===== src/rtl/demux1to8_stream_pkg.sv =====
// demux1to8_stream_pkg: shared constants, slot state encoding and select decode
// for the 1-to-8 registered stream demultiplexer.
package demux1to8_stream_pkg;

  localparam int NOUT = 8;
  localparam int SELW = 3;
  localparam int CNTW = 16;

  typedef enum logic {
    SLOT_EMPTY = 1'b0,
    SLOT_FULL  = 1'b1
  } slot_state_e;

  // One-hot decode of a channel select.
  function automatic logic [NOUT-1:0] decodeSel(input logic [SELW-1:0] sel);
    logic [NOUT-1:0] oneHot;
    oneHot      = '0;
    oneHot[sel] = 1'b1;
    return oneHot;
  endfunction

endpackage


===== src/rtl/demux1to8_stream_if.sv =====
// demux1to8_stream_if: input word handshake plus the eight flattened output
// channels. Channel k data lives in out_data[k*WIDTH +: WIDTH].
interface demux1to8_stream_if
  import demux1to8_stream_pkg::*;
#(
  parameter int WIDTH = 32
);

  logic                  in_valid;
  logic                  in_ready;
  logic [WIDTH-1:0]      in_data;
  logic [SELW-1:0]       in_sel;
  logic [NOUT-1:0]       out_valid;
  logic [NOUT-1:0]       out_ready;
  logic [NOUT*WIDTH-1:0] out_data;

  // Demultiplexer side.
  modport slave (
    input  in_valid, in_data, in_sel, out_ready,
    output in_ready, out_valid, out_data
  );

  // Producer/consumer side.
  modport master (
    output in_valid, in_data, in_sel, out_ready,
    input  in_ready, out_valid, out_data
  );

endinterface


===== src/rtl/demux1to8_stream_slot.sv =====
// demux_slot: one-entry holding register for a single output channel.
// A load while full is a pass-through replacement; the top only loads a full
// slot when it is popped in the same cycle.
module demux_slot
  import demux1to8_stream_pkg::*;
#(
  parameter int WIDTH = 32
) (
  input  logic             clk,
  input  logic             rst_n,
  input  logic             clr,
  input  logic             load,
  input  logic             pop,
  input  logic [WIDTH-1:0] d,
  output logic             valid,
  output logic [WIDTH-1:0] q
);

  slot_state_e      r_state;
  slot_state_e      w_nextState;
  logic [WIDTH-1:0] r_data;

  // Slot occupancy register.
  always_ff @(posedge clk or negedge rst_n) begin
    if (!rst_n) begin
      r_state <= SLOT_EMPTY;
    end else begin
      r_state <= w_nextState;
    end
  end

  // Occupancy update: flush beats load, load beats pop.
  always_comb begin
    w_nextState = r_state;
    if (clr) begin
      w_nextState = SLOT_EMPTY;
    end else if (load) begin
      w_nextState = SLOT_FULL;
    end else if (pop) begin
      w_nextState = SLOT_EMPTY;
    end
  end

  // Held word captures the input only when this slot is loaded.
  always_ff @(posedge clk or negedge rst_n) begin
    if (!rst_n) begin
      r_data <= '0;
    end else if (load && !clr) begin
      r_data <= d;
    end
  end

  assign valid = (r_state == SLOT_FULL);
  assign q     = r_data;

endmodule


===== src/rtl/demux1to8_stream.sv =====
// demux1to8_stream: routes one input word per cycle to one of eight channel
// holding registers and counts accepted words.
module demux1to8_stream
  import demux1to8_stream_pkg::*;
#(
  parameter int WIDTH = 32
) (
  input  logic                  clk,
  input  logic                  rst_n,
  input  logic                  clr,
  demux1to8_stream_if.slave     bus,
  output logic [CNTW-1:0]       xfer_cnt
);

  logic [NOUT-1:0] w_selOneHot;
  logic [NOUT-1:0] w_valid;
  logic [NOUT-1:0] w_pop;
  logic [NOUT-1:0] w_load;
  logic            w_selFree;
  logic            w_fireIn;
  logic [CNTW-1:0] r_xferCnt;

  assign w_selOneHot = decodeSel(bus.in_sel);
  assign w_pop       = w_valid & bus.out_ready;

  // The selected slot can take a word if it is empty or draining this cycle.
  // Holding in_ready low during reset keeps producers from seeing a phantom accept.
  assign w_selFree    = ~w_valid[bus.in_sel] | bus.out_ready[bus.in_sel];
  assign bus.in_ready = rst_n & ~clr & w_selFree;
  assign w_fireIn     = bus.in_valid & bus.in_ready;
  assign w_load       = {NOUT{w_fireIn}} & w_selOneHot;

  for (genvar k = 0; k < NOUT; k++) begin : g_slot
    demux_slot #(
      .WIDTH (WIDTH)
    ) u_slot (
      .clk   (clk),
      .rst_n (rst_n),
      .clr   (clr),
      .load  (w_load[k]),
      .pop   (w_pop[k]),
      .d     (bus.in_data),
      .valid (w_valid[k]),
      .q     (bus.out_data[k*WIDTH +: WIDTH])
    );
  end

  assign bus.out_valid = w_valid;

  // Accepted-word counter, wraps naturally; flush resets it.
  always_ff @(posedge clk or negedge rst_n) begin
    if (!rst_n) begin
      r_xferCnt <= '0;
    end else if (clr) begin
      r_xferCnt <= '0;
    end else if (w_fireIn) begin
      r_xferCnt <= r_xferCnt + 1'b1;
    end
  end

  assign xfer_cnt = r_xferCnt;

endmodule


===== src/flat_wrapper.sv =====
// flat-port wrapper written by rule: the top's interface ports become plain ports
module demux1to8_stream_flat import demux1to8_stream_pkg::*;
#(
  parameter int WIDTH = 32
)
  (clk, rst_n, clr, xfer_cnt, bus_in_valid, bus_in_data, bus_in_sel, bus_out_ready, bus_in_ready, bus_out_valid, bus_out_data);
  demux1to8_stream_if #(.WIDTH(WIDTH)) bus_i ();
  input  logic clk;
  input  logic rst_n;
  input  logic clr;
  output logic [CNTW-1:0] xfer_cnt;
  input wire logic [$bits(bus_i.in_valid)-1:0] bus_in_valid;
  input wire logic [$bits(bus_i.in_data)-1:0] bus_in_data;
  input wire logic [$bits(bus_i.in_sel)-1:0] bus_in_sel;
  input wire logic [$bits(bus_i.out_ready)-1:0] bus_out_ready;
  output wire logic [$bits(bus_i.in_ready)-1:0] bus_in_ready;
  output wire logic [$bits(bus_i.out_valid)-1:0] bus_out_valid;
  output wire logic [$bits(bus_i.out_data)-1:0] bus_out_data;
  assign bus_i.in_valid = bus_in_valid;
  assign bus_i.in_data = bus_in_data;
  assign bus_i.in_sel = bus_in_sel;
  assign bus_i.out_ready = bus_out_ready;
  assign bus_in_ready = bus_i.in_ready;
  assign bus_out_valid = bus_i.out_valid;
  assign bus_out_data = bus_i.out_data;
  demux1to8_stream #(.WIDTH(WIDTH)) u_core (.clk(clk), .rst_n(rst_n), .clr(clr), .bus(bus_i), .xfer_cnt(xfer_cnt));
endmodule

===== config.mk =====
export PLATFORM = sky130hd
export DESIGN_NAME = demux1to8_stream_flat
export DESIGN_NICKNAME = d
export VERILOG_FILES = /design/src/rtl/demux1to8_stream_pkg.sv /design/src/rtl/demux1to8_stream_if.sv /design/src/rtl/demux1to8_stream_slot.sv /design/src/rtl/demux1to8_stream.sv /design/src/flat_wrapper.sv
export SDC_FILE = /design/constraint.sdc
export NUM_CORES = 1
export LEC_CHECK = 0
export ABC_AREA = 1
export ABC_CLOCK_PERIOD_IN_PS = 1500
export CAP_MARGIN = 20
export CORE_UTILIZATION = 44
export DETAILED_ROUTE_END_ITERATION = 8
export PLACE_DENSITY_LB_ADDON = 0.05
export SYNTH_ARGS = -nofsm -noshare
export SYNTH_HDL_FRONTEND = slang
export SYNTH_SLANG_ARGS = --single-unit

===== constraint.sdc =====
create_clock -name clk -period 1.5 [get_ports clk]
set_input_delay 0.225 -clock clk [delete_from_list [all_inputs] [get_ports clk]]
set_output_delay 0.225 -clock clk [all_outputs]
set_load 0.02 [all_outputs]

# == After elaboration in Yosys (flattened, before gate mapping) ==
# Cells that the tools add are included.
# op_classes
bitwise,8
mux,32
n_reduce_logical,19
order_cmp,2
add_sub_neg,1
# ops
op,n
2-to-1 mux 16 bit,2
2-to-1 mux 1 bit,27
nonzero test 3 bit,8
"adder 16 x 1 -> 16 bit, second input constant",1
AND 8 bit,2
logical AND 1 bit,9
binary-select mux 1 bit (select 3 bit),2
"< comparator 3 x 4 -> 1 bit, second input constant",1
AND 1 bit,3
demux 1 bit (select 3 bit),1
">= comparator 3 x 1 -> 1 bit, second input constant",1
NOT 1 bit,2
nonzero test 2 bit,1
zero test 1 bit,1
OR 1 bit,1
# word_totals
word_cells,79
inputBits,47
reg_bits,280
output_inout_bits,281

# == Logic depth before layout (Yosys ltp) ==
# Gate-level depths: netlist of the first run.
# depth
depth_word,9
depth_mapped,15
mapped_depth_nobuf,13

# == Cells and area by module ==
# From an unflattened synthesis of the first run, not the netlist that was laid out.
# hier_totals
cells_unflattened,1376
hier_area_um2,12673.4
# by_module_without_submodules
module,n_inst,area_per_inst_um2,seq_area_each_um2,cells_each
demux_slot,8,1412.6,825.8,144
demux1to8_stream,1,1372.6,400.4,224

# == Worst setup path before layout of the first run ==
# OpenSTA, ideal clock, no wires.
# synth_timing
path_kind,register to register
start,reg u_core.r_xferCnt[0] (netlist: u_core.xfer_cnt[0])
end,reg u_core.r_xferCnt[10] (netlist: u_core.xfer_cnt[10])
period_less_slack_ns,1.610
arrival_ns,1.493
t_required_ns,1.383
setup_ns,0.117
n_path_buf,0
path_stages_with_launch,10
path_slack_ns,-0.110
cell_sequence,dfrtp_1 -> ha_1 -> nand3_1 -> nor2_1 -> nand2_1 -> nor2_1 -> xor2_1 -> nor2_1 -> nand2_1 -> nand2_1
# synth_via
elab_chain_cells,3
# synth_rtl
element,line,text
start: declaration,demux1to8_stream.sv:21,logic [CNTW-1:0] r_xferCnt;
start signal: assignment,demux1to8_stream.sv:57,r_xferCnt <= r_xferCnt + 1'b1;
adder 16 x 1 -> 16 bit,demux1to8_stream.sv:57,
2-to-1 mux 16 bit,demux1to8_stream.sv:56,end else if (w_fireIn) begin
2-to-1 mux 16 bit,demux1to8_stream.sv:54,end else if (clr) begin
# No other way between the ends. The select of a mux whose other input is x is not followed.
# A chain may end at the register's enable or synchronous reset.

# == Worst setup path in the final report of the first run ==
# layout_timing
start,reg u_core.g_slot[4].u_slot.r_state
end,out bus_in_ready
# layout_via
elab_chain_cells,5
# layout_rtl
element,line,text
start: declaration,demux1to8_stream_slot.sv:19,slot_state_e r_state;
start signal: assignment,demux1to8_stream_slot.sv:28,r_state <= w_nextState;
binary-select mux 1 bit (select 3 bit),demux1to8_stream.sv:28,assign w_selFree = ~w_valid[bus.in_sel] | bus.out_ready[bus.in_sel];
2-to-1 mux 1 bit (not written as such),demux1to8_stream.sv:28,
NOT 1 bit,demux1to8_stream.sv:28,
OR 1 bit,demux1to8_stream.sv:28,
AND 1 bit,demux1to8_stream.sv:29,assign bus.in_ready = rst_n & ~clr & w_selFree;
end: declaration,flat_wrapper.sv:16,output wire logic [$bits(bus_i.in_ready)-1:0] bus_in_ready;
# No other way between the ends. The select of a mux whose other input is x is not followed.

==> metrics.md, run 1 <==
| Metric | Value |
|---|---|
| Status | `complete, but fails checks` |
| Failing checks | `setup timing` |
| Most frequent cell after synthesis | `nand2_1` |
| Max VDD drop | `0.000877 V` |
| Flop2flop setup slack | `-0.41 ns` |
| Post-route ant nets | `0` |
| Post-synth EDFFs | `0` |
| Unrepaired setup endpoints after global routing | `true` |
| Slowest stage delay, CP | `around 0.40 ns` |
| Share of cells above drive strength 1 | `26.0%` |
| Final worst-path cycle share | `130%` |
| Max Root-Sink Buffers | `3` |
| Hold/Removal Path Class | `in2reg` |
| Sequential area share after synthesis | `between 50% and 60%` |
| Maxcap violations | `0` |
| # diodes | `0` |
| Max FO, Critical Path | `2` |
| RR Startpoint | `u_core.g_slot[4].u_slot.valid$_DFFE_PN0P_` |
| CP arrival | `1.72 ns` |
| Via-to-Cell Ratio | `5.58` |
| Hold Fails Final Rpt | `0` |
| Sw frac | `33.1%` |
| Total Nets Final | `1,839` |
| Initial core utilization | `roughly 45%` |
| Achievable Freq | `515 MHz` |
| Max-slew headroom | `44.4%` |
| Antenna violations before repair | `0` |
| Clock group share of total power | `31.1%` |
| Distinct cells, synth | `31` |
| Clk slew on worst S/H paths | `0.06 ns` |
| Num ports | `328` |
| Worst hold stages | `3` |
| P_leak | `0.0114 uW` |
| Min cycle time layout | `1.94 ns` |
| Ys flop type | `dfrtp_1` |
| Post-Syn Area per Cell | `8.87 sq um` |
| Worst setup margin | `-0.443 ns` |
| IO Port Bufs | `327` |
| Pwr dens | `1250 mW/mm^2` |
| Logic gate share of total power | `28.7%` |
| Drt first pass iters | `5` |
| Vias in the first global route | `roughly 12,000` |
| Rows | `between 60 and 70` |
| H-tree Lvls | `1` |
| Reg2reg path depth | `13` |
| Setup WS pre-CTS | `-0.867 ns` |
| Syn. warnings | `0` |
| Chip width | `between 150 and 200 microns` |
| HP Start | `bus_in_valid` |
| Layout area overhead | `55.9%` |
| Met2 global-route usage | `47.8%` |
| Main area contributors after synthesis | `dfrtp_1 56%, nand2_1 18%, nand4_1 13%` |
| WP data required | `~1.3 ns` |
| Met3 GRT Util | `~7.8%` |
| Final WL | `between 40,000 and 50,000 microns` |
| Crit. End Element | `primary output` |
| Slew Limit Fails | `0` |
| Multi-input gate area | `0.00500 sq mm` |
| Final Setup Violations | `284` |
| Reg2reg end | `u_core.g_slot[1].u_slot.q[18]$_DFFE_PN0P_` |
| Clk sinks | `280` |
| Wire per inst | `~22 microns` |
| CORE AREA | `between 0.02 and 0.03 sq mm` |
| Mapped cell area | `approximately 0.012 sq mm` |
| Worst Tran Pin Value | `0.834 ns` |
| Maximum number of pins on one net before global-route repair | `146` |
| Die Y | `around 170 microns` |
| Crit start category | `flop` |
| CTS tree | `built` |
| P_int | `16,200 uW` |
| NetSw | `8050 uW` |
| GRT met1 Usage | `40.9%` |
| Register area | `0.00702 sq mm` |
| Routed vias | `12,200` |
| Commonest cells in the netlist | `587 x nand2_1, 280 x dfrtp_1, 263 x nand4_1` |
| 1st-iter DRT viols | `1,167` |
| Clock Latency Late Sink | `between 0.5 and 0.6 ns` |
| Mapped Cells | `about 1,400` |
| DPL Wire Length | `27,800 microns` |
| Drt drc | `0` |
| Leading area contributor after synthesis | `dfrtp_1` |
| Clock buffer count from CTS | `29` |
| First-pass GRT wire length | `68,000 microns` |
| FF+latch count, synth | `280` |
| Syn nets | `1,455` |
| Most crowded layer after global routing | `met2` |
| Slowest stage cell, crit path | `dfrtp_1` |
| Final GP Congestion | `0.847` |
| Worst Hold Path EP | `u_core.xfer_cnt[5]$_DFFE_PN0P_` |
| Yosys top cell area share | `56.1%` |
| Filler cells | `2,195` |
| Worst Setup Path Type | `reg2out` |
| Clock skew | `0.0137 ns` |
| Total GRT Usage | `around 30%` |
| Grt total ovfl | `0` |
| Reg power frac | `between 40% and 50%` |
| Setup_tns | `-96.12 ns` |
| Crit path cell chain | `nor2_2 -> nor2_2 -> nand2_2 -> nand3_2 -> nor2_4 -> nor2_4 -> nor2_8 -> buf_6` |
| Ys async rst share | `100%` |
| CTS root buf | `clkbuf_16` |
| Die area | `approximately 0.029 sq mm` |
cell usage in the layout, fill, tap and decap left out, drive strengths merged, types with 9 or more instances in the layout:
cell,instances
nand2,592
dfrtp,280
nand4,271
buf,175
dlymetal6s2s,133
clkbuf,127
clkdlybuf4s15,71
clkdlybuf4s50,41
nor2,32
nand3,30
inv,15
xor2,12
nor3,9
layout make-up:
cell class / count / share of cell area [%]
clock buffer: 43 / 4.41
timing repair buffer: 507 / 30.4
inverter: 14 / 0.283
clock inverter: 11 / 0.707
tap: 378 / 2.43
multi-input combinational: 959 / 25.7
sequential: 280 / 36.1
power by group through the flow:
| stage | combinational [uW] | clock (uW) | sequential (uW) |
|---|---|---|---|
| after detailed placement | 7000 | 0 | 9780 |
| final | 6970 | 7560 | 9770 |
| after floorplan | 1630 | 0 | 11300 |
| after global placement | 6950 | 0 | 9780 |
| after CTS | 6950 | 7630 | 9710 |
| after global routing | 7420 | 7910 | 9900 |
per-stage QoR:
step           hold WS, ns  util, %  instance area (sq um)  total power [uW]  instances
6_report            0.0602     69.8                  19500             24300       2192
5_1_grt             0.0660     69.8                  19500             25200       2192
4_1_cts             0.0443     66.7                  18600             24300       2161
3_5_place_dp         0.465     60.0                  16700             16800       2064
3_3_place_gp         0.462     60.0                  16700             16700       2064
2_1_floorplan      -0.0706        -                  12600             12900       1407
logic make-up (layout without fill, tap and decap cells):
family / Yosys count / count (layout) / synth area share, %
AND/OR/NAND/NOR: 936 / 937 / 35.7
flip-flops: 280 / 280 / 56.1
buffers and inverters: 169 / 575 / 6.84
XOR/XNOR: 12 / 12 / 0.842
AO/OA/AOI/OAI: 9 / 9 / 0.391
adder cells (fa/ha/maj): 1 / 1 / 0.100
registers in the layout, indices dropped and copies added (netlist names):
name / count
u_core.xfer_cnt: 16
u_core.g_slot.u_slot.valid: 8
u_core.g_slot.u_slot.q: 256
layer usage:
layer | vias to the layer above | routed length, microns
met4 | 0 | 1750
li1 | 5507 | -
met3 | 105 | 4300
met2 | 624 | 22400
met5 | - | 0
met1 | 6000 | 19200
worst max-delay path by stage:
stage,from,cells past startpoint,endpoint,slack (ns)
after floorplan,bus_in_sel[2],10,u_core.g_slot[0].u_slot.q[12]$_DFFE_PN0P_,-0.01
after global placement,bus_in_sel[2],10,bus_in_ready,-0.87
after detailed placement,bus_in_sel[0],10,bus_in_ready,-0.87
after CTS,u_core.g_slot[4].u_slot.valid$_DFFE_PN0P_,8,bus_in_ready,-0.47
after global routing,u_core.g_slot[4].u_slot.valid$_DFFE_PN0P_,15,u_core.g_slot[7].u_slot.q[10]$_DFFE_PN0P_,-0.52
final,u_core.g_slot[4].u_slot.valid$_DFFE_PN0P_,8,bus_in_ready,-0.44
timing repair:
action                                  in CTS  in global routing
hold buffers                                 1                  0
endpoints found under the hold margin      154                  0
endpoints found under the setup margin     559                485
setup buffers                               27                 16
resized for setup                          436                314
cloned                                      15                 26
pin swaps                                    6                 43
worst max-delay path: cells and delay by family, from the launching register on:
kind	cells	cell delay [ns]
flip-flops	1	0.40
buffers and inverters	1	0.14
AND/OR/NAND/NOR	7	0.62
No activity file was read; power rests on OpenSTA's default activity.
==> inputs of run 2 (changes only) <==
--- a/config.mk
+++ b/config.mk
@@ -10,6 +10,7 @@
 export CAP_MARGIN = 20
 export CORE_UTILIZATION = 44
 export DETAILED_ROUTE_END_ITERATION = 8
+export MAX_ROUTING_LAYER = met4
 export PLACE_DENSITY_LB_ADDON = 0.05
 export SYNTH_ARGS = -nofsm -noshare
 export SYNTH_HDL_FRONTEND = slang
==> run 2 against run 1 <==
Net effect: the run still ends with setup timing left; utilization shrank 3.8 points; clock skew shrank 0.0072 ns; clock power is essentially flat; sequential share of layout area grew 2.0 points; critical path type unchanged.
==> metrics.md, run 2 (same netlist as run 1, synthesis figures left out) <==
| Metric | Value |
|---|---|
| Total Nets Final | `1,813` |
| Unrepaired setup endpoints after global routing | `true` |
| Fin Hold WS | `between 0.05 and 0.06 ns` |
| CTS tree | `built` |
| 1st-iter DRT viols | `roughly 1,100` |
| Vias in the first global route | `11,300` |
| Flop2flop setup slack | `-0.39 ns` |
| Achievable Freq | `499 MHz` |
| Grt total ovfl | `0` |
| Clk slew on worst S/H paths | `0.06 ns` |
| Largest register FFs | `256` |
| Min cycle time layout | `around 2 ns` |
| Post-layout util | `66.1%` |
| Sw frac | `33.7%` |
| Max VDD drop | `0.000919 V` |
| Post-route ant nets | `0` |
| Clock group share of total power | `31.7%` |
| # diodes | `0` |
| Final GP Congestion | `~0.86` |
| Bufs and invs on worst path | `2` |
| Slew Limit Fails | `0` |
| Total GRT Usage | `between 30% and 40%` |
| Via-to-Cell Ratio | `5.49` |
| Clk sinks | `280` |
| Filler cells | `2,330` |
| Max-slew headroom | `38.6%` |
| Maximum number of pins on one net before global-route repair | `153` |
| Setup_tns | `-84.20 ns` |
| IO Port Bufs | `327` |
| Chip width | `170 microns` |
| Reg power frac | `40.8%` |
| CORE AREA | `0.0279 sq mm` |
| Commonest non-fill, non-tap cells in the layout | `582 x nand2_1, 274 x dfrtp_1, 263 x nand4_1` |
| Die area | `0.0290 sq mm` |
| Layout area overhead | `47.5%` |
| Initial core utilization | `between 40 and 50%` |
| Hold Fails Final Rpt | `0` |
| Antenna violations before repair | `0` |
| Crit start category | `flop` |
| Final worst-path cycle share | `134%` |
| Clock buffer count from CTS | `31` |
| Crit path cell chain | `nor2_2 -> nor2_2 -> nand2_2 -> nand3_2 -> nor2_4 -> nor2_4 -> nor2_8 -> buf_6 -> buf_6` |
| DPL Wire Length | `around 28,000 microns` |
| NetSw | `8020 uW` |
| P_leak | `about 0.0093 uW` |
| Slowest stage cell, crit path | `dfrtp_1` |
| CTS root buf | `clkbuf_16` |
| Slowest stage delay, CP | `0.41 ns` |
| Inst Count DP | `between 2,000 and 2,500` |
| Maxcap violations | `0` |
| Rows | `61` |
| CP delay by family, top | `simple AND/OR/NAND/NOR gates` |
| Crit. End Element | `primary output` |
| H-tree Lvls | `1` |
| Share of cells above drive strength 1 | `26.6%` |
| Worst setup margin | `-0.505 ns` |
| Setup WS pre-CTS | `-0.729 ns` |
| Max FO, Critical Path | `2` |
| CP arrival | `1.78 ns` |
| First-pass GRT wire length | `66,500 microns` |
| Worst Tran Pin Value | `0.922 ns` |
| Logic gate share of total power | `27.5%` |
| Routed vias | `11,900` |
| P_int | `15,800 uW` |
| Num ports | `328` |
| Clock Latency Late Sink | `0.57 ns` |
| Hold/Removal Path Class | `in2reg` |
| Drt first pass iters | `5` |
| Die Y | `170 microns` |
| Drt drc | `0` |
| Commonest non-fill, non-tap cell in the layout | `nand2_1` |
| Final Setup Violations | `281` |
| Final WL | `45,300 microns` |
| WP data required | `1.27 ns` |
| Worst Setup Path Type | `reg2out` |
| Wire per inst | `roughly 21 microns` |
| Post-route insts no fill | `2,166` |
| Status | `complete, but fails checks` |
| Max Root-Sink Buffers | `3` |
| Pwr dens | `1290 mW/mm^2` |
| Failing checks | `setup timing` |
| Clock skew | `between 0.006 and 0.007 ns` |
[run 2: metrics by stage]
step	total power [uW]	instance area [sq um]
2_1_floorplan	12900	12600
3_3_place_gp	16700	16600
3_5_place_dp	16800	16600
4_1_cts	23800	17900
5_1_grt	24800	18400
6_report	23800	18400
[run 2: final cells by class]
class	instances	area [sq um]	share of cell area, %
flip-flops and latches	280	7010	38.1
repair buffers	479	5110	27.8
multi-input cells	959	4740	25.8
clock buffers	43	901	4.90
well taps	378	473	2.57
clock inverters	13	110	0.598
inverters	14	55.1	0.299
[run 2: layer usage]
metal,wire length (microns),vias up,global-route usage [%]
met5,0,-,-
met4,1690,0,10.4
met3,3600,92,6.58
met2,21000,481,46.2
met1,19000,5854,40.9
li1,-,5459,-
[run 2: worst paths after layout]
check / from / end / cells past startpoint
setup reg to reg: u_core.g_slot[4].u_slot.valid$_DFFE_PN0P_ / u_core.g_slot[2].u_slot.q[3]$_DFFE_PN0P_ / 14
max in group asynchronous: rst_n / u_core.g_slot[0].u_slot.q[13]$_DFFE_PN0P_ / 4
setup / recovery: u_core.g_slot[4].u_slot.valid$_DFFE_PN0P_ / bus_in_ready / 9
hold reg to reg: u_core.g_slot[1].u_slot.q[31]$_DFFE_PN0P_ / u_core.g_slot[1].u_slot.q[31]$_DFFE_PN0P_ / 2
hold / removal: bus_in_valid / u_core.g_slot[5].u_slot.q[31]$_DFFE_PN0P_ / 3
min in group asynchronous: rst_n / u_core.xfer_cnt[0]$_DFFE_PN0P_ / 4
[run 2: power by group through the flow]
stage                     clock (uW)  combinational, uW  sequential [uW]
after floorplan                    0               1630            11300
after global placement             0               6910             9790
after detailed placement           0               6970             9780
after CTS                       7640               6510             9690
after global routing            7910               7010             9850
final                           7550               6550             9710
[run 2: timing repair]
item | 4_1_cts | 5_1_grt
hold endpoints to repair | 175 | 0
resized for setup | 728 | 155
buffers inserted | 10 | 17
endpoints found under the setup margin | 561 | 377
gates cloned | 5 | 26
hold buffers | 1 | 0
pin swaps | 5 | 49
[run 2: worst min-delay path, delay by kind of cell]
kind	cells	cell delay (ns)
buf+inv	1	0.18
simple gates	2	0.17
==> inputs of run 3 (changes only) <==
--- a/config.mk
+++ b/config.mk
@@ -12,6 +12,7 @@
 export DETAILED_ROUTE_END_ITERATION = 8
 export MAX_ROUTING_LAYER = met4
 export PLACE_DENSITY_LB_ADDON = 0.05
+export SLEW_MARGIN = 20
 export SYNTH_ARGS = -nofsm -noshare
 export SYNTH_HDL_FRONTEND = slang
 export SYNTH_SLANG_ARGS = --single-unit
==> results of run 3 <==
Final layout, timing and power as in run 2 (identical DEF).
